==> config.mk <==
export PLATFORM = sky130hd
export DESIGN_NAME = add_rs_dispatch
export DESIGN_NICKNAME = d
export VERILOG_FILES = /design/src/rtl/add_rs_dispatch.sv
export SDC_FILE = /design/constraint.sdc
export NUM_CORES = 1
export LEC_CHECK = 0
export ABC_AREA = 1
export ABC_CLOCK_PERIOD_IN_PS = 6880
export CORE_ASPECT_RATIO = 0.5
export CORE_UTILIZATION = 56
export CTS_BUF_LIST = sky130_fd_sc_hd__clkbuf_16
export DETAILED_ROUTE_END_ITERATION = 10
export PLACE_DENSITY_LB_ADDON = 0.1
export SLEW_MARGIN = 30
export SYNTH_ARGS = -nofsm -noshare
export SYNTH_HDL_FRONTEND = slang
export SYNTH_SLANG_ARGS = --single-unit
==> constraint.sdc <==
create_clock -name clk1 -period 6.88 [get_ports clk1]
set_input_delay 1.376 -clock clk1 [delete_from_list [all_inputs] [get_ports clk1]]
set_output_delay 1.376 -clock clk1 [all_outputs]
set_load 0.005 [all_outputs]
==> src/rtl/add_rs_dispatch.sv <==
// Add/sub reservation station: captures operands at issue or from the CDB,
// dispatches one ready op per cycle and frees entries on exec completion.
module add_rs_dispatch #(
  parameter int NUM_RS = 3,
  parameter int DATA_W = 8,
  parameter int TAG_W  = 3,
  parameter int REG_W  = 4,
  localparam int IDX_W = (NUM_RS > 1) ? $clog2(NUM_RS) : 1
) (
  input  logic              clk1,
  input  logic              reset,
  input  logic              alloc_v,
  output logic              alloc_rdy,
  input  logic [3:0]        alloc_func,
  input  logic [REG_W-1:0]  alloc_rd,
  input  logic [TAG_W-1:0]  alloc_rob,
  input  logic              alloc_q1_v,
  input  logic [DATA_W-1:0] alloc_v1,
  input  logic [TAG_W-1:0]  alloc_t1,
  input  logic              alloc_q2_v,
  input  logic [DATA_W-1:0] alloc_v2,
  input  logic [TAG_W-1:0]  alloc_t2,
  input  logic              cdb_v,
  input  logic [TAG_W-1:0]  cdb_tag,
  input  logic [DATA_W-1:0] cdb_data,
  input  logic              ex_rdy,
  output logic              ex_b,
  output logic [IDX_W-1:0]  rs_index,
  output logic [DATA_W-1:0] rs1_data,
  output logic [DATA_W-1:0] rs2_data,
  output logic [3:0]        func,
  output logic [TAG_W-1:0]  rob_ind,
  output logic [REG_W-1:0]  rd,
  input  logic              done_v,
  input  logic [IDX_W-1:0]  done_idx,
  output logic [IDX_W:0]    busy_count
);

  localparam logic [3:0] FN_ADD = 4'b0000;
  localparam logic [3:0] FN_SUB = 4'b0001;
  localparam logic [IDX_W:0] ONE = 1;

  typedef enum logic [1:0] {
    S_FREE,
    S_WAIT,
    S_READY,
    S_EXEC
  } st_e;

  typedef struct packed {
    st_e               st;
    logic [3:0]        func;
    logic [REG_W-1:0]  rd;
    logic [TAG_W-1:0]  rob;
    logic              q1;
    logic [DATA_W-1:0] v1;
    logic [TAG_W-1:0]  t1;
    logic              q2;
    logic [DATA_W-1:0] v2;
    logic [TAG_W-1:0]  t2;
  } ent_t;

  ent_t ent_q [NUM_RS];
  ent_t ent_d [NUM_RS];

  ent_t             new_ent;
  ent_t             sel_ent;
  logic             free_hit;
  logic [IDX_W-1:0] free_idx;
  logic             rdy_hit;
  logic [IDX_W-1:0] rdy_idx;
  logic             func_ok;
  logic             alloc_go;
  logic             disp_go;
  logic             byp1;
  logic             byp2;
  logic [IDX_W:0]   cnt_d;

  always_comb begin
    func_ok = 1'b0;
    unique case (1'b1)
      (alloc_func == FN_ADD): func_ok = 1'b1;
      (alloc_func == FN_SUB): func_ok = 1'b1;
      default:                func_ok = 1'b0;
    endcase
  end

  // Descending scans leave the lowest matching index.
  always_comb begin
    free_hit = 1'b0;
    free_idx = '0;
    rdy_hit  = 1'b0;
    rdy_idx  = '0;
    sel_ent  = '0;
    for (int i = NUM_RS - 1; i >= 0; i--) begin
      if (ent_q[i].st == S_FREE) begin
        free_hit = 1'b1;
        free_idx = IDX_W'(i);
      end
      if (ent_q[i].st == S_READY) begin
        rdy_hit = 1'b1;
        rdy_idx = IDX_W'(i);
        sel_ent = ent_q[i];
      end
    end
  end

  assign alloc_rdy = free_hit;
  assign alloc_go  = alloc_v & free_hit & func_ok;
  assign disp_go   = ex_rdy & rdy_hit;

  assign byp1 = ~alloc_q1_v & cdb_v & (cdb_tag == alloc_t1);
  assign byp2 = ~alloc_q2_v & cdb_v & (cdb_tag == alloc_t2);

  always_comb begin
    new_ent      = '0;
    new_ent.func = alloc_func;
    new_ent.rd   = alloc_rd;
    new_ent.rob  = alloc_rob;
    new_ent.q1   = alloc_q1_v | byp1;
    new_ent.v1   = alloc_q1_v ? alloc_v1 : cdb_data;
    new_ent.t1   = alloc_t1;
    new_ent.q2   = alloc_q2_v | byp2;
    new_ent.v2   = alloc_q2_v ? alloc_v2 : cdb_data;
    new_ent.t2   = alloc_t2;
    new_ent.st   = (new_ent.q1 && new_ent.q2) ? S_READY : S_WAIT;
  end

  always_comb begin
    cnt_d = '0;
    for (int i = 0; i < NUM_RS; i++) begin
      ent_d[i] = ent_q[i];
      unique case (ent_q[i].st)
        S_FREE: begin
          if (alloc_go && free_idx == IDX_W'(i))
            ent_d[i] = new_ent;
        end
        S_WAIT: begin
          if (!ent_q[i].q1 && cdb_v &&
              cdb_tag == ent_q[i].t1) begin
            ent_d[i].q1 = 1'b1;
            ent_d[i].v1 = cdb_data;
          end
          if (!ent_q[i].q2 && cdb_v &&
              cdb_tag == ent_q[i].t2) begin
            ent_d[i].q2 = 1'b1;
            ent_d[i].v2 = cdb_data;
          end
          if (ent_d[i].q1 && ent_d[i].q2)
            ent_d[i].st = S_READY;
        end
        S_READY: begin
          if (disp_go && rdy_idx == IDX_W'(i))
            ent_d[i].st = S_EXEC;
        end
        S_EXEC: begin
          if (done_v && done_idx == IDX_W'(i))
            ent_d[i].st = S_FREE;
        end
        default: ent_d[i].st = S_FREE;
      endcase
      if (ent_d[i].st != S_FREE)
        cnt_d = cnt_d + ONE;
    end
  end

  always_ff @(posedge clk1 or posedge reset) begin
    if (reset) begin
      for (int i = 0; i < NUM_RS; i++)
        ent_q[i] <= '0;
      busy_count <= '0;
      ex_b       <= 1'b0;
      rs_index   <= '0;
      rs1_data   <= '0;
      rs2_data   <= '0;
      func       <= '0;
      rob_ind    <= '0;
      rd         <= '0;
    end else begin
      for (int i = 0; i < NUM_RS; i++)
        ent_q[i] <= ent_d[i];
      busy_count <= cnt_d;
      ex_b       <= disp_go;
      if (disp_go) begin
        rs_index <= rdy_idx;
        rs1_data <= sel_ent.v1;
        rs2_data <= sel_ent.v2;
        func     <= sel_ent.func;
        rob_ind  <= sel_ent.rob;
        rd       <= sel_ent.rd;
      end
    end
  end

endmodule

==> reports/summary.md, run 1 <==
Among all flip-flop cells after synthesis, the most frequent one is sky130_fd_sc_hd__dfrtp_1. For the total inserted antenna cells, the log shows 0. The number of synthesized register bits was 144.

The area enclosed by the die boundary was 13700 um^2. Leftover overflow at the end of global routing: 0. In the synthesized netlist, the cells that appear most often are sky130_fd_sc_hd__nand2_1 (287), sky130_fd_sc_hd__dfrtp_1 (144), sky130_fd_sc_hd__inv_1 (96), sky130_fd_sc_hd__o21ai_0 (82), sky130_fd_sc_hd__nor2_1 (71). The run gives 19400 um as the sum of routed wire length over all layers. Setup violations remaining at the end of the flow were counted as 0. Starting utilization of the core area: 0.579. In the final routed layout, each cell accounts on average for 16.9 um.

At the worst endpoint, the arrival time is 3.93 ns. For this run, the post-layout net count is 1021. Measured in cells, the most critical reg-to-reg path has a length of 10. When the netlist entered floorplanning its net count stood at 947. For this run, the top clock speed supported by timing is 0.276 GHz. Entering global routing, the biggest net connects 98 pins. The post-detailed-route count of antenna-violating nets was 0; the via density per instance was 5.65. The worst-case IR drop observed on VDD is 238 uV. The total CTS buffers came out at 17. The worst hold path begins at rs_index[1]$_DFFE_PP0P_. Of all nets on the critical path, the largest fanout is 33.

The endpoint of the worst register-to-register path is busy_count[0]$_DFF_PP0_. The layout has 1035 filler cells. The top-area cell type share of the netlist area is 0.487, and the HPWL after detailed placement is 12800 um. At the later pin of the worst-skew pair, clock insertion delay measures 0.43 ns. The number of standard cells in the final layout excluding fillers was 1148; the summed instance area of the synthesized netlist was 7390 um^2. The first global-routing pass estimated 32000 um of wire. The mean instance size in the synthesized netlist was 8.30 um^2. The worst register-to-register path has a setup slack of 4.16 ns.

The uppermost signal routing layer after detailed routing was met4. The initial antenna violation count was 0; the number of synthesized flops with an enable pin was 0. The boundary pin count was 88; the global placer's final weighted congestion was 0.909. In this run the core area contains 29 standard-cell rows.

In this run the vertical extent of the chip is 83.3 um. Core outline area: 12800 um^2. Detailed routing placed a total of 8530 um of wire on met2. The most instantiated library cell after synthesis is sky130_fd_sc_hd__nand2_1. The share of synthesized flip-flops with an asynchronous set or reset came out at 1.00. Relative slew slack: 0.356. Worst hold path endpoint: rs_index[1]$_DFFE_PP0P_. The number of setup buffers added after CTS is 0.

In the post-synthesis netlist, the biggest area contributors are sky130_fd_sc_hd__dfrtp_1 (49%), sky130_fd_sc_hd__nand2_1 (15%), sky130_fd_sc_hd__o21ai_0 (5.5%), sky130_fd_sc_hd__a41oi_2 (5.5%), sky130_fd_sc_hd__inv_1 (4.9%). Final hold analysis gives a worst-case slack of 0.469 ns. For the pin with the worst max-slew slack, the measured transition is 0.962 ns. After clock tree synthesis, the clock-pin slew on the worst setup and hold paths is 0.06 ns. Adding up every negative setup slack in the final design gives 0 ns. The count of buffers added on input and output ports is 87. The logs give 6 for the number of iterations in the first detailed-routing pass and 1116 for the count of placed standard cells including taps. After detailed routing, the number of remaining DRC violations is 0.

The critical setup path kind was primary input to register. Startpoint of the lowest-slack register-to-register path: ent_q[72]$_DFF_PP0_. For this design the static power due to leakage is 4.05 nW. The min-delay analysis places its worst path in the category register to register. Counting distinct cell types in the post-synthesis netlist gives 37. Of all cell types, the one taking the most synthesized area is sky130_fd_sc_hd__dfrtp_1. Utilization after layout: 0.692. The max-cap check violation count was 0.

The maximum number of buffers from clock root to sink is 2, and the count of endpoints failing hold in the final timing report is 0. STA puts the critical path data required time at 7.19 ns. After clock tree synthesis, the flow added hold-fix buffers numbering 0. The area growth from synthesis to final layout is 19.6%. The width of the chip came out at 165 um. The worst setup path is captured at a register. TritonCTS built the clock tree. The run finished with clean final reports. After layout, the minimum clock period comes to 3.62 ns.

The run gives 0 as the number of instances resized during post-cts repair. The final cycle utilization of the critical path is 0.526. Counting every sink on the clock net gives 144. For this block, wires on met1 add up to 8940 um. The worst setup path is launched from a primary input. Across the routed clock network, the largest skew measured is 0.00873 ns.

The initial detailed-routing violation count was 608; the worst hold path depth was 2. The final-report max-slew violation count is 0, and the largest incremental delay on the critical path is 0.77 ns. The tools report the fraction of the yosys area taken by sequential cells as 0.487.

Power density over the cells: 415 nW/um^2. Setup repair after global routing left no endpoint under its margin. The share of layout cells above drive strength 1 was 0.0961; the synthesis warning total was 0. Walking the worst path, the cells encountered are clkdlybuf4s50_1 -> inv_1 -> nor2_1 -> nand2_1 -> nor2_1 -> buf_4 -> clkinv_1 -> o21ai_0 -> inv_1 -> nand2_1 -> nand3_1.

The H-tree depth reported by CTS was 4; the via count of the first global-routing pass was 6199. The root buffer cell was sky130_fd_sc_hd__clkbuf_16. For this design, the slowest cell found on the critical path is sky130_fd_sc_hd__clkinv_1. For the global routing usage summed across all routing layers, the log shows 0.305. The detailed router placed 6490 vias in this run. The gate count after technology mapping was 891.

The detailed-routed wire length on met3 is 1730 um.
area by class of cell:
| class | count | area (um^2) | area share |
|---|---|---|---|
| multi-input cells | 604 | 3170 | 0.359 |
| inverters | 107 | 412 | 0.0465 |
| clock inverters | 15 | 110 | 0.0125 |
| well taps | 170 | 213 | 0.0241 |
| flip-flops and latches | 144 | 3600 | 0.407 |
| repair buffers | 91 | 908 | 0.103 |
| clock buffers | 17 | 425 | 0.0481 |
critical path, delay by kind of cell:
family	cells	cell delay (ns)
buf+inv	5	1.75
compound gates	1	0.32
simple gates	5	0.46
worst max-delay path by stage:
| stage | startpoint | endpoint | slack (ns) | cells past startpoint |
|---|---|---|---|---|
| after CTS | alloc_func[1] | busy_count[0]$_DFF_PP0_ | 3.38 | 11 |
| after detailed placement | alloc_func[1] | busy_count[0]$_DFF_PP0_ | 2.96 | 11 |
| after global routing | alloc_v | ent_q[96]$_DFFE_PP0P_ | 2.96 | 11 |
| final | alloc_v | ent_q[84]$_DFFE_PP0P_ | 3.26 | 11 |
| after global placement | cdb_tag[1] | busy_count[0]$_DFF_PP0_ | 3.02 | 15 |
| after floorplan | reset | busy_count[0]$_DFF_PP0_ | 1.64 | 1 |
through the flow:
step | total power [W] | worst slack, ns | cell area (um^2)
2_1_floorplan | 0.00233 | 1.64 | 7390
3_3_place_gp | 0.00276 | 3.02 | 8290
3_5_place_dp | 0.00281 | 2.96 | 8310
4_1_cts | 0.00367 | 3.38 | 8840
5_1_grt | 0.00392 | 2.96 | 8840
6_report | 0.00367 | 3.26 | 8840
registers in the layout, indices dropped and copies added (netlist names):
name and cells:
rs2_data 8, rs1_data 8, ex_b 1, ent_q 111, rob_ind 3, func 4, busy_count 3, rs_index 2
rd 4
logic make-up after synthesis:
| family | Yosys count | synth area share |
|---|---|---|
| and+or+nand+nor | 427 | 0.242 |
| AOI/OAI and AO/OA | 172 | 0.180 |
| DFF | 144 | 0.487 |
| buffers and inverters | 143 | 0.0838 |
| xor gates and xnor gates | 3 | 0.00355 |
| adders and majority gates | 2 | 0.00338 |
routing by layer:
metal / vias to the layer above / track usage
met5: - / 0
met4: 0 / 0.0767
met3: 32 / 0.0709
met2: 272 / 0.454
met1: 3136 / 0.451
li1: 3050 / -
power breakdown:
| group | leakage, nW | internal (W) | switching [W] |
|---|---|---|---|
| logic | 2.02 | 0.000578 | 0.000803 |
| registers | 1.79 | 0.00122 | 0.000221 |
| clock network | 0.242 | 0.000462 | 0.000390 |
layout by cell type (no fill, tap or decap), drive strengths merged:
master | netlist | final
o31ai | 2 | 2
a21boi | 1 | 1
nand3b | 3 | 3
clkbuf | 13 | 17
a21oi | 7 | 7
dfrtp | 144 | 144
buf | 23 | 4
a31oi | 3 | 3
xor2 | 2 | 2
ha | 2 | 2
a41oi | 25 | 25
nand3 | 54 | 54
o22ai | 5 | 5
o221ai | 7 | 7
o21ai | 84 | 84
clkinv | 0 | 5
o311ai | 1 | 1
inv | 107 | 110
nor3 | 2 | 2
o21bai | 10 | 10
nand2 | 291 | 291
nor2 | 77 | 77
a22o | 1 | 1
a22oi | 23 | 23
xnor2 | 1 | 1
clkinvlp | 0 | 7
clkdlybuf4s50 | 0 | 87
o211ai | 3 | 3
Power figures use the tool's default switching activity.
==> inputs of run 2 (changes only) <==
ABC_CLOCK_PERIOD_IN_PS = 3200   (was 6880)
CORE_UTILIZATION = 51   (was 56)
clock period = 3.2 ns   (was 6.88 ns; I/O delays follow)
==> reports/summary.md, run 2 (synthesis gave the netlist of run 1 again) <==
The later pin in the worst-skew pair is clocked with a latency of 0.42 ns. The clock-pin transition on the worst setup and hold timing paths was 0.06 ns; the number of standard cells in the final layout excluding fillers was 1186. For the starting utilization of the core area, the log shows 0.534. The final cycle utilization of the critical path is 0.813, and the worst-case vdd ir drop is 437 uV. The worst clock skew was 0.0127 ns; the wire length per cell was 16.7 um. The tool flagged a number of max-cap violations equal to 0. The most critical setup path has its startpoint at cdb_tag[1]. Buffers added to address setup during post-CTS repair amount to 0. The repair_antennas step left the layout with diodes totalling 0.

The slowest stage cell on the critical path is sky130_fd_sc_hd__clkdlybuf4s50_1. By instance count, the cell type seen most on the critical path is sky130_fd_sc_hd__nand2_1. The run finished with clean final reports.

The routed layout has 6556 vias. For the final routed database, the setup TNS stands at 0 ns. The via count of the first global-routing pass is 6406, and the initial detailed-routing violation count is 595. Worst min-delay path category: register to register.

For this block, the routed nets add up to 19800 um of wire. The area growth from synthesis to final layout works out to 23.1%. The fraction of power consumed by the clock network is 0.260. The required time of the worst setup path is 3.51 ns. Clock tree synthesis found a total of 144 sinks. Fill cells in the final layout number 1169. Wire length of the first global-routing pass: 32500 um. The static leakage power was 4.19 nW.

The largest registers in the layout are ent_q: 111 flops, rs1_data: 8 flops, rs2_data: 8 flops. The clock passes through at most 2 buffers. The actual slew at the worst max-slew pin works out to 0.819 ns. Leaving out fill and tap cells, the most frequent cell in the layout is sky130_fd_sc_hd__nand2_1. Of all nets on the critical path, the largest fanout is 9. STA classifies the critical path endpoint as a register. Clock tree synthesis inserted a total of 17 buffers.

The tools report the number of instances resized during post-cts repair as 0. The flip-flop count of the largest register, all copies and words added came out at 111. In the final design database the tool counted 1037 nets. The tools report the share of total power in combinational logic as 0.364. Timing would allow up to 0.384 GHz. Share of layout cells above drive strength 1: 0.111.

The cell row count was 30. TritonCTS built the clock tree. The number of buffer cells added on primary ports came out at 87.

The remaining design rule violation count is 0. The HPWL after detailed placement is 13500 um. In the layout the commonest cells are sky130_fd_sc_hd__nand2_1 (287), sky130_fd_sc_hd__dfrtp_1 (144), sky130_fd_sc_hd__inv_1 (96).

Pin placement for this block handled 88 I/O pins. For this run, the slowest stage of the critical path takes 0.68 ns. The vertical die dimension is 87.1 um, and the count of endpoints failing hold in the final timing report is 0. The global routing usage summed across all routing layers came out at 0.286.

The logs give 145 for the maximum number of pins on one net before global-route repair and 0 for the post-detailed-route count of antenna-violating nets. The clock tree synthesis step divided the H-tree into 4 levels. Setup violations remaining at the end of the flow were counted as 0. The initial antenna violation count was 0.

The worst hold path begins at ent_q[108]$_DFFE_PP0P_. The via density per instance was 5.53. The width of the chip is 172 um, and the relative slew slack is 0.454. For the leftover overflow at the end of global routing, the log shows 0.

Switching power: 0.00302 W. Including well taps, the total number of placed cells is 1154. The tools report the final-report max-slew violation count as 0. The design internal power came out at 0.00523 W. Part of the total power dissipated in sequential elements: 0.375. The switching fraction of total power works out to 0.366.

Critical setup path kind: primary input to register. Register bank with the most flops: ent_q. For the worst endpoint data arrival time, the log shows 2.91 ns.

The minimum clock period after layout works out to 2.60 ns. The critical path's top delay family is simple AND/OR/NAND/NOR gates. The tools report the area enclosed by the die boundary as 15000 um^2. Number of buffers and inverters on the critical path: 3. Startpoint kind of the worst setup timing path: a primary input. For the global placer's final weighted congestion, the log shows 0.872. The tree is rooted in a sky130_fd_sc_hd__clkbuf_16. Setup repair after global routing left no endpoint under its margin.

The power consumption came out at 0.00825 W. Startpoint of the lowest-slack register-to-register path: ent_q[72]$_DFF_PP0_. Number of hold buffers added after cts: 0.

The floorplan step defined a core boundary enclosing 13900 um^2. The first detailed-routing pass took 5 iterations. Walking the worst path, the cells encountered are clkdlybuf4s50_1 -> inv_2 -> nand2_1 -> nand2_1 -> nor2_1 -> nand2_1 -> nand2_1 -> nand2_1 -> nand2_1 -> nand3_1 -> nor2_1 -> inv_1 -> ha_1 -> o21bai_1 -> nand2_1.

The power density over the cells was 906 nW/um^2.
-- run 2: cell types whose count changed in the layout (fill, tap and decap cells not counted), sizes merged --
cell      delta
clkinvlp     -3
clkinv       -3
bufinv       +4
buf         +16
inv          +2
-- run 2: final timing paths --
check | depth (start not counted) | slack (ns) | endpoint
worst max-delay path | 15 | 0.60 | busy_count[0]$_DFF_PP0_
worst min-delay path | 2 | 0.47 | ent_q[108]$_DFFE_PP0P_
worst max register to register | 11 | 1.05 | busy_count[0]$_DFF_PP0_
max in group asynchronous | 3 | 1.79 | ent_q[97]$_DFFE_PP0P_
min in group asynchronous | 3 | 0.76 | rs1_data[1]$_DFFE_PP0P_
worst min register to register | 2 | 0.47 | ent_q[108]$_DFFE_PP0P_
-- run 2: layout make-up --
type | instances | area [um^2] | share of cell area
tap | 192 | 240 | 0.0264
multi-input combinational | 604 | 3170 | 0.349
clock inverter | 15 | 208 | 0.0228
inverter | 107 | 405 | 0.0445
clock buffer | 17 | 425 | 0.0467
sequential | 144 | 3600 | 0.396
timing repair buffer | 107 | 1050 | 0.115
-- run 2: worst reg2reg max path, cell delays in order (launching register included) --
cell and delay, ns:
sky130_fd_sc_hd__dfrtp_1 0.52, sky130_fd_sc_hd__inv_2 0.13, sky130_fd_sc_hd__nand2_4 0.13, sky130_fd_sc_hd__nor2_1 0.07, sky130_fd_sc_hd__nand2_2 0.26, sky130_fd_sc_hd__nor2_1 0.08
sky130_fd_sc_hd__nand3b_2 0.23, sky130_fd_sc_hd__inv_1 0.07, sky130_fd_sc_hd__nand3_1 0.07, sky130_fd_sc_hd__ha_1 0.32, sky130_fd_sc_hd__o21bai_1 0.16, sky130_fd_sc_hd__nand2_1 0.05
-- run 2: per-layer routing --
metal  routed length (um)  vias to the layer above  GRT usage  share of wire
li1                     -                     3092          -              -
met1                 9260                     3147      0.410           0.47
met2                 8580                      282      0.433           0.43
met3                 1630                       35     0.0659          0.082
met4                  294                        0     0.0861          0.015
met5                    0                        -          0              0
-- run 2: stage by stage --
step	hold slack (ns)	utilization	area (um^2)	setup WS, ns
after floorplan	0.436	-	7400	0.755
after global placement	0.451	0.611	8470	0.278
after detailed placement	0.453	0.611	8470	0.151
after CTS	0.470	0.657	9100	0.592
after global routing	0.498	0.657	9100	0.332
final	0.468	0.657	9100	0.599
-- run 2: power groups by stage --
| stage | combinational (W) | sequential [W] | clock, W |
|---|---|---|---|
| after floorplan | 0.00198 | 0.00302 | 0 |
| after global placement | 0.00293 | 0.00310 | 0 |
| after detailed placement | 0.00301 | 0.00312 | 0 |
| after CTS | 0.00302 | 0.00309 | 0.00216 |
| after global routing | 0.00337 | 0.00320 | 0.00224 |
| final | 0.00300 | 0.00309 | 0.00215 |
